==> src/rtl/fp_pkg.sv <==
// Shared floating-point helpers: operand classes, format widths and canonical
// special-value encodings for the pipelined multiplier.
package fp_pkg;

  typedef enum logic [1:0] {
    FpZero,
    FpNorm,
    FpInf,
    FpNan
  } fp_class_e;

  function automatic int unsigned fp_width(input int unsigned exp_w, input int unsigned man_w);
    return 1 + exp_w + man_w;
  endfunction

  function automatic int unsigned fp_bias(input int unsigned exp_w);
    return (32'd1 << (exp_w - 1)) - 32'd1;
  endfunction

  // Builders return a 64-bit container; callers slice the low fp_width() bits.
  function automatic logic [63:0] fp_qnan(input int unsigned exp_w, input int unsigned man_w);
    logic [63:0] r;
    r = '0;
    for (int unsigned i = 0; i < exp_w; i++) begin
      r[man_w + i] = 1'b1;
    end
    r[man_w - 1] = 1'b1;
    return r;
  endfunction

  function automatic logic [63:0] fp_inf(input logic sign, input int unsigned exp_w,
                                         input int unsigned man_w);
    logic [63:0] r;
    r = '0;
    for (int unsigned i = 0; i < exp_w; i++) begin
      r[man_w + i] = 1'b1;
    end
    r[exp_w + man_w] = sign;
    return r;
  endfunction

endpackage

==> src/rtl/fp_unpack.sv <==
// Combinational field split and classification of one operand.
// Subnormals are flushed to zero; the hidden bit is made explicit.
module fp_unpack
  import fp_pkg::*;
#(
  parameter int unsigned EXP_W = 5,
  parameter int unsigned MAN_W = 10
) (
  input  logic [EXP_W+MAN_W:0] op_i,
  output logic                 sign_o,
  output logic [EXP_W-1:0]     exp_o,
  output logic [MAN_W:0]       sig_o,
  output fp_class_e            cls_o
);

  logic [MAN_W-1:0] man;

  always_comb begin
    sign_o = op_i[EXP_W+MAN_W];
    exp_o  = op_i[EXP_W+MAN_W-1:MAN_W];
    man    = op_i[MAN_W-1:0];
    sig_o  = {1'b1, man};
    if (exp_o == '0) begin
      cls_o = FpZero;
    end else if (exp_o == '1) begin
      cls_o = (man == '0) ? FpInf : FpNan;
    end else begin
      cls_o = FpNorm;
    end
  end

endmodule

==> src/rtl/fp_mul_pipe.sv <==
// Pipelined floating-point multiplier, 3-cycle latency, 1 op/cycle, with tag sideband.
// Define FP_MUL_ROUND_NEAREST_EN for round-to-nearest-even; otherwise truncation.
module fp_mul_pipe
  import fp_pkg::*;
#(
  parameter int unsigned EXP_W = 5,
  parameter int unsigned MAN_W = 10,
  parameter int unsigned TAG_W = 4
) (
  input  logic                 clk,
  input  logic                 rst,
  input  logic [EXP_W+MAN_W:0] in_A,
  input  logic [EXP_W+MAN_W:0] in_B,
  input  logic [TAG_W-1:0]     in_Tag,
  input  logic                 in_En,
  input  logic                 in_Hold,
  output logic [EXP_W+MAN_W:0] out_Out,
  output logic [TAG_W-1:0]     out_Tag,
  output logic                 out_Ready
);

  localparam int unsigned Width     = fp_width(EXP_W, MAN_W);
  localparam int unsigned Bias      = fp_bias(EXP_W);
  localparam int unsigned ExpMaxInt = (32'd1 << EXP_W) - 32'd1;
  localparam logic [63:0] QnanWide  = fp_qnan(EXP_W, MAN_W);
  localparam logic [63:0] InfWide   = fp_inf(1'b0, EXP_W, MAN_W);
  localparam logic [Width-1:0] Qnan   = QnanWide[Width-1:0];
  localparam logic [Width-1:0] InfPos = InfWide[Width-1:0];
  localparam logic signed [EXP_W+1:0] BiasVec   = Bias[EXP_W+1:0];
  localparam logic signed [EXP_W+1:0] ExpMaxVec = ExpMaxInt[EXP_W+1:0];
  localparam int unsigned ProdW = 2 * MAN_W + 2;

  // Stage 1: unpack / classify / exponent sum
  logic                      sign_a, sign_b;
  logic [EXP_W-1:0]          exp_a, exp_b;
  logic [MAN_W:0]            sig_a, sig_b;
  fp_class_e                 cls_a, cls_b;

  logic                      s1_valid_d, s1_valid_q;
  logic [TAG_W-1:0]          s1_tag_d, s1_tag_q;
  logic                      s1_sign_d, s1_sign_q;
  fp_class_e                 s1_cls_d, s1_cls_q;
  logic signed [EXP_W+1:0]   s1_exp_d, s1_exp_q;
  logic [MAN_W:0]            s1_sig_a_d, s1_sig_a_q;
  logic [MAN_W:0]            s1_sig_b_d, s1_sig_b_q;

  // Stage 2: significand multiply and normalise
  logic [ProdW-1:0]          prod, norm;
  logic                      unused_hidden;

  logic                      s2_valid_d, s2_valid_q;
  logic [TAG_W-1:0]          s2_tag_d, s2_tag_q;
  logic                      s2_sign_d, s2_sign_q;
  fp_class_e                 s2_cls_d, s2_cls_q;
  logic signed [EXP_W+1:0]   s2_exp_d, s2_exp_q;
  logic [MAN_W-1:0]          s2_man_d, s2_man_q;
  logic                      s2_guard_d, s2_guard_q;
  logic                      s2_sticky_d, s2_sticky_q;

  // Stage 3: round, then range check and pack into the output register
  logic                      s3_valid_d, s3_valid_q;
  logic [TAG_W-1:0]          s3_tag_d, s3_tag_q;
  logic                      s3_sign_d, s3_sign_q;
  fp_class_e                 s3_cls_d, s3_cls_q;
  logic signed [EXP_W+1:0]   s3_exp_d, s3_exp_q;
  logic [MAN_W-1:0]          s3_man_d, s3_man_q;
  logic                      s3_uflow_d, s3_uflow_q;

  logic [Width-1:0]          packed_res, sign_mask;
  logic [Width-1:0]          out_d, out_q;
  logic [TAG_W-1:0]          tag_d, tag_q;
  logic                      ready_d, ready_q;

  fp_unpack #(
    .EXP_W(EXP_W),
    .MAN_W(MAN_W)
  ) u_unpack_a (
    .op_i  (in_A),
    .sign_o(sign_a),
    .exp_o (exp_a),
    .sig_o (sig_a),
    .cls_o (cls_a)
  );

  fp_unpack #(
    .EXP_W(EXP_W),
    .MAN_W(MAN_W)
  ) u_unpack_b (
    .op_i  (in_B),
    .sign_o(sign_b),
    .exp_o (exp_b),
    .sig_o (sig_b),
    .cls_o (cls_b)
  );

  always_comb begin
    s1_valid_d = in_En;
    s1_tag_d   = in_Tag;
    s1_sign_d  = sign_a ^ sign_b;
    s1_sig_a_d = sig_a;
    s1_sig_b_d = sig_b;
    s1_exp_d   = $signed({2'b00, exp_a}) + $signed({2'b00, exp_b}) - BiasVec;
    if (cls_a == FpNan || cls_b == FpNan ||
        (cls_a == FpZero && cls_b == FpInf) || (cls_a == FpInf && cls_b == FpZero)) begin
      s1_cls_d = FpNan;
    end else if (cls_a == FpInf || cls_b == FpInf) begin
      s1_cls_d = FpInf;
    end else if (cls_a == FpZero || cls_b == FpZero) begin
      s1_cls_d = FpZero;
    end else begin
      s1_cls_d = FpNorm;
    end
  end

  always_comb begin
    prod        = s1_sig_a_q * s1_sig_b_q;
    // Product is in [1,4); bring the leading one to the top bit.
    norm        = prod[ProdW-1] ? prod : (prod << 1);
    s2_valid_d  = s1_valid_q;
    s2_tag_d    = s1_tag_q;
    s2_sign_d   = s1_sign_q;
    s2_cls_d    = s1_cls_q;
    s2_exp_d    = s1_exp_q + $signed({{(EXP_W+1){1'b0}}, prod[ProdW-1]});
    s2_man_d    = norm[ProdW-2:MAN_W+1];
    s2_guard_d  = norm[MAN_W];
    s2_sticky_d = |norm[MAN_W-1:0];
  end

  assign unused_hidden = norm[ProdW-1];

`ifdef FP_MUL_ROUND_NEAREST_EN
  logic           round_up;
  logic [MAN_W:0] man_rnd;

  always_comb begin
    round_up = s2_guard_q & (s2_sticky_q | s2_man_q[0]);
    man_rnd  = {1'b0, s2_man_q} + {{MAN_W{1'b0}}, round_up};
    s3_man_d = man_rnd[MAN_W-1:0];
    // A carry out leaves the mantissa at zero, i.e. 2.0 renormalised.
    s3_exp_d = s2_exp_q + $signed({{(EXP_W+1){1'b0}}, man_rnd[MAN_W]});
  end
`else
  logic unused_round;

  always_comb begin
    s3_man_d = s2_man_q;
    s3_exp_d = s2_exp_q;
  end

  assign unused_round = s2_guard_q ^ s2_sticky_q;
`endif

  always_comb begin
    s3_valid_d = s2_valid_q;
    s3_tag_d   = s2_tag_q;
    s3_sign_d  = s2_sign_q;
    s3_cls_d   = s2_cls_q;
    s3_uflow_d = (s2_exp_q <= 0);
  end

  always_comb begin
    sign_mask = {s3_sign_q, {(Width-1){1'b0}}};
    unique case (s3_cls_q)
      FpNan:  packed_res = Qnan;
      FpInf:  packed_res = InfPos | sign_mask;
      FpZero: packed_res = sign_mask;
      FpNorm: begin
        if (s3_uflow_q) begin
          packed_res = sign_mask;
        end else if (s3_exp_q >= ExpMaxVec) begin
          packed_res = InfPos | sign_mask;
        end else begin
          packed_res = {s3_sign_q, s3_exp_q[EXP_W-1:0], s3_man_q};
        end
      end
    endcase
    ready_d = s3_valid_q;
    out_d   = s3_valid_q ? packed_res : out_q;
    tag_d   = s3_valid_q ? s3_tag_q : tag_q;
  end

  always_ff @(posedge clk) begin
    if (rst) begin
      s1_valid_q  <= 1'b0;
      s1_tag_q    <= '0;
      s1_sign_q   <= 1'b0;
      s1_cls_q    <= FpZero;
      s1_exp_q    <= '0;
      s1_sig_a_q  <= '0;
      s1_sig_b_q  <= '0;
      s2_valid_q  <= 1'b0;
      s2_tag_q    <= '0;
      s2_sign_q   <= 1'b0;
      s2_cls_q    <= FpZero;
      s2_exp_q    <= '0;
      s2_man_q    <= '0;
      s2_guard_q  <= 1'b0;
      s2_sticky_q <= 1'b0;
      s3_valid_q  <= 1'b0;
      s3_tag_q    <= '0;
      s3_sign_q   <= 1'b0;
      s3_cls_q    <= FpZero;
      s3_exp_q    <= '0;
      s3_man_q    <= '0;
      s3_uflow_q  <= 1'b0;
      out_q       <= '0;
      tag_q       <= '0;
      ready_q     <= 1'b0;
    end else if (!in_Hold) begin
      s1_valid_q  <= s1_valid_d;
      s1_tag_q    <= s1_tag_d;
      s1_sign_q   <= s1_sign_d;
      s1_cls_q    <= s1_cls_d;
      s1_exp_q    <= s1_exp_d;
      s1_sig_a_q  <= s1_sig_a_d;
      s1_sig_b_q  <= s1_sig_b_d;
      s2_valid_q  <= s2_valid_d;
      s2_tag_q    <= s2_tag_d;
      s2_sign_q   <= s2_sign_d;
      s2_cls_q    <= s2_cls_d;
      s2_exp_q    <= s2_exp_d;
      s2_man_q    <= s2_man_d;
      s2_guard_q  <= s2_guard_d;
      s2_sticky_q <= s2_sticky_d;
      s3_valid_q  <= s3_valid_d;
      s3_tag_q    <= s3_tag_d;
      s3_sign_q   <= s3_sign_d;
      s3_cls_q    <= s3_cls_d;
      s3_exp_q    <= s3_exp_d;
      s3_man_q    <= s3_man_d;
      s3_uflow_q  <= s3_uflow_d;
      out_q       <= out_d;
      tag_q       <= tag_d;
      ready_q     <= ready_d;
    end
  end

  assign out_Out   = out_q;
  assign out_Tag   = tag_q;
  assign out_Ready = ready_q;

endmodule

==> config.mk <==
export PLATFORM = sky130hd
export DESIGN_NAME = fp_mul_pipe
export DESIGN_NICKNAME = d
export VERILOG_FILES = /design/src/rtl/fp_pkg.sv /design/src/rtl/fp_unpack.sv /design/src/rtl/fp_mul_pipe.sv
export SDC_FILE = /design/constraint.sdc
export NUM_CORES = 1
export LEC_CHECK = 0
export BUFFER_PORTS_ARGS = -buffer_cell sky130_fd_sc_hd__buf_4
export CELL_PAD_IN_SITES_DETAIL_PLACEMENT = 0
export CELL_PAD_IN_SITES_GLOBAL_PLACEMENT = 2
export CORE_MARGIN = 2
export CORE_UTILIZATION = 40
export CTS_CLUSTER_SIZE = 20
export DETAILED_ROUTE_END_ITERATION = 12
export GPL_ROUTABILITY_DRIVEN = 0
export MAX_ROUTING_LAYER = met4
export PLACE_DENSITY = 0.89
export SYNTH_ARGS = -nofsm -noshare
export SYNTH_HDL_FRONTEND = slang
export SYNTH_SLANG_ARGS = --single-unit
==> constraint.sdc <==
create_clock -name clk -period 12.9 [get_ports clk]
set_input_delay 0 -clock clk [delete_from_list [all_inputs] [get_ports clk]]
set_output_delay 0 -clock clk [all_outputs]
set_load 0.01 [all_outputs]
==> impl_metrics.env <==
export IMPL_critPathCaptureType="register"
export IMPL_arrival_ns=7.02
export IMPL_leakage_nw=4.50
export IMPL_grt_pass1_vias=6224
export IMPL_status="finished, final reports clean"
export IMPL_drv_cap=0
export IMPL_postSynthCellCount=949
export IMPL_insertion_delay_ns=0.35
export IMPL_multi_input_comb_area_um2=5580
export IMPL_regArea_um2=2160
export IMPL_area_growth_pct=13.9
export IMPL_grt_max_degree=93
export IMPL_finalSetupTns_ns=0
export IMPL_avgViaCountPerCell=4.97
export IMPL_num_fill_cells=2046
export IMPL_antenna_found_initial=0
export IMPL_cts_buffers=9
export IMPL_netlist_area_um2=8380
export IMPL_grtUsageTotal_pct=18.2
export IMPL_clockBufferDepth=2
export IMPL_synth_common_cells="inv_1 (113), dfxtp_1 (108), nor2_1 (104)"
export IMPL_grt_setup_unrepaired="false"
export IMPL_synth_top_area_cell="dfxtp_1"
export IMPL_wl_per_cell_um=14.5
export IMPL_synth_area_top_cells="dfxtp_1 (26%), fa_1 (19%), ha_1 (10%)"
export IMPL_dp_hpwl_um=13900
export IMPL_hold_worst_slack_ns=0.0714
export IMPL_path_max_fanout=22
export IMPL_ys_ff_latch=108
export IMPL_cp_data_required_time_ns=13.10
export IMPL_whs_path_depth=4
export IMPL_start_util_pct=41.0
export IMPL_die_w_um=149
export IMPL_cp_num_buf_inv=3
export IMPL_drtIter0Drc=353
export IMPL_port_buffers=60
export IMPL_routed_wl_um=18400
export IMPL_drc=0
export IMPL_yosysWarnings=0
export IMPL_grt_pass1_wl_um=31400
export IMPL_path_depth=23
export IMPL_die_y_um=149
export IMPL_syn_area_per_cell_um2=8.83
export IMPL_cts_root_buf="clkbuf_16"
export IMPL_rows=52
export IMPL_synthFlopType="dfxtp_1"
export IMPL_critPathTopFamily="adder cells"
export IMPL_synth_edff_count=0
export IMPL_slew_headroom_pct=28.6
export IMPL_worst_pin_slew_ns=1.06
export IMPL_ant_nets=0
export IMPL_ir_worst_vdd_mv=0.0656
export IMPL_fin_crit_sh_pct=52.9
export IMPL_cts_tree="yes"
export IMPL_overflow=0
export IMPL_skew_ns=0.0109
export IMPL_synth_top_area_share_pct=25.8
export IMPL_syn_num_nets=1137
export IMPL_hp_class="input port to register"
export IMPL_cp_slowest_stage_delay_ns=0.80
export IMPL_synth_seq_area_share_pct=25.8
export IMPL_powerDensity_nw_per_um2=83.9
export IMPL_dr_pass1_iters=5
export IMPL_synth_cell_type_count=61
export IMPL_finalHoldViolCount=0
export IMPL_slew_violations=0
export IMPL_postCtsSetupBuffers=0
export IMPL_yosysMostFrequentCell="inv_1"
export IMPL_antenna_cells=0
export IMPL_rr_worst_depth=23
export IMPL_die_area_um2=22100
export IMPL_pin_count=61
export IMPL_max_freq_mhz=147
export IMPL_finalSetupViolCount=0
export IMPL_async_reset_ff_share_pct=0
export IMPL_crit_type="register to register"
export IMPL_cts_sinks=108
export IMPL_crit_path_frequent_cell="fa_1"
export IMPL_critPathLaunchType="register"
export IMPL_num_vias=6311
export IMPL_cts_htree_levels=3
export IMPL_crit_chain="and2_1 -> fa_1 -> fa_1 -> fa_1 -> fa_1 -> inv_1 -> fa_1 -> inv_1 -> ha_1 -> and4_4 -> nand3_4 -> and4b_1 -> nor3_1 -> or3_1 -> inv_2 -> ha_1 -> ha_1 -> nand3_1 -> nor2_1 -> xnor2_1 -> nor2_1 -> a21oi_1 -> nor2_1"
export IMPL_nNetsFinal=1184
export IMPL_worst_path_max_delay_cell="dfxtp_1"
export IMPL_fin_crit_ns=6.82
export IMPL_drive_gt1_share_pct=8.99
export IMPL_fp_coreArea_um2=20400
export IMPL_clk_pin_slew_ns=0.08
==> per-stage QoR <==
stage	total power, mW	utilization (%)	setup slack, ns	area [um2]	instances
CTS	0.815	46.8	6.07	9550	1271
global route	0.851	46.8	5.60	9550	1271
global placement	0.532	44.0	6.17	8980	1227
finish	0.801	46.8	6.08	9550	1271
detailed placement	0.534	44.0	6.11	8980	1227
floorplan	0.489	-	6.81	8380	949
==> power breakdown <==
group | switching (mW) | total, mW | internal, mW
sequential | 0.0226 | 0.371 | 0.349
combinational | 0.0860 | 0.160 | 0.0741
clock | 0.134 | 0.270 | 0.135
==> flip-flops by register name, summed over array words and instances, names as in the netlist, 4 cells and up <==
| register | cells |
|---|---|
| s1_exp_q | 7 |
| s2_man_q | 10 |
| s1_tag_q | 4 |
| out_Tag | 4 |
| s3_tag_q | 4 |
| s1_sig_b_q | 10 |
| s3_exp_q | 7 |
| s2_exp_q | 7 |
| out_Out | 16 |
| s3_man_q | 10 |
| s2_tag_q | 4 |
| s1_sig_a_q | 11 |
==> kinds of logic after synthesis <==
family / after synthesis / share of synthesized area (%)
flip-flops: 108 / 25.8
AO/OA/AOI/OAI: 115 / 9.45
AND/OR/NAND/NOR: 330 / 18.6
buffers and inverters: 170 / 7.67
multiplexers: 63 / 7.54
adder cells (fa/ha/maj): 148 / 29.2
XOR/XNOR: 15 / 1.73
==> worst paths after layout <==
path,end,slack (ns),from
setup / recovery,s2_exp_q[6]$_SDFFE_PP0N_,6.08,s1_sig_a_q[10]$_SDFFE_PP0N_
setup reg to reg,s2_exp_q[6]$_SDFFE_PP0N_,6.08,s1_sig_a_q[10]$_SDFFE_PP0N_
hold reg to reg,out_Out[9]$_SDFFE_PP0P_,0.45,s3_man_q[9]$_SDFFE_PP0N_
hold / removal,s1_cls_q[0]$_SDFFE_PP0N_,0.07,in_A[14]
==> cells in the final DEF, fill, tap and decap left out, types with 8 or more instances in the layout <==
master,Yosys,final
o21ai_0,18,18
and2_1,65,65
xnor2_1,8,8
a211oi_1,8,8
nand3_1,17,17
a31oi_1,8,8
mux2i_1,62,62
dfxtp_1,108,108
nor2_1,104,104
inv_1,113,113
nand2_1,99,99
buf_4,0,63
dlygate4sd3_1,0,28
fa_1,80,80
ha_1,68,68
clkbuf_16,0,9
a21oi_1,39,39
==> per-layer routing <==
layer | track usage [%] | vias to the layer above | share of wire, %
met5 | - | - | 0
met4 | 3.71 | 0 | 0.92
met3 | 2.05 | 12 | 2.9
met2 | 29.0 | 96 | 45
met1 | 25.2 | 3025 | 51
li1 | - | 3178 | -
==> worst register-to-register path, stage by stage (launching register included) <==
cell and delay, ns:
dfxtp_1 0.80, and2_1 0.25, fa_1 0.44, fa_1 0.52, fa_1 0.52, fa_1 0.54
inv_1 0.05, fa_1 0.52, inv_1 0.04, ha_1 0.39, and4_4 0.31, nand3_4 0.09
and4b_1 0.34, nor3_1 0.07, or3_1 0.59, inv_2 0.22, ha_1 0.19, ha_1 0.18
nand3_1 0.12, nor2_1 0.14, xnor2_1 0.12, nor2_1 0.05, a21oi_1 0.13, nor2_1 0.05
==> cell type report <==
| cell class | instances | area share, % |
|---|---|---|
| flip-flops and latches | 108 | 22.6 |
| inverters | 115 | 4.52 |
| multi-input cells | 671 | 58.4 |
| clock buffers | 10 | 2.40 |
| well taps | 270 | 3.54 |
| clock inverters | 6 | 0.629 |
| repair buffers | 91 | 7.88 |
==> timing repair <==
item	CTS	global route
endpoints found under the hold margin	38	0
gates resized for setup	0	0
hold buffers	28	0
No activity file was read; power rests on OpenSTA's default activity.
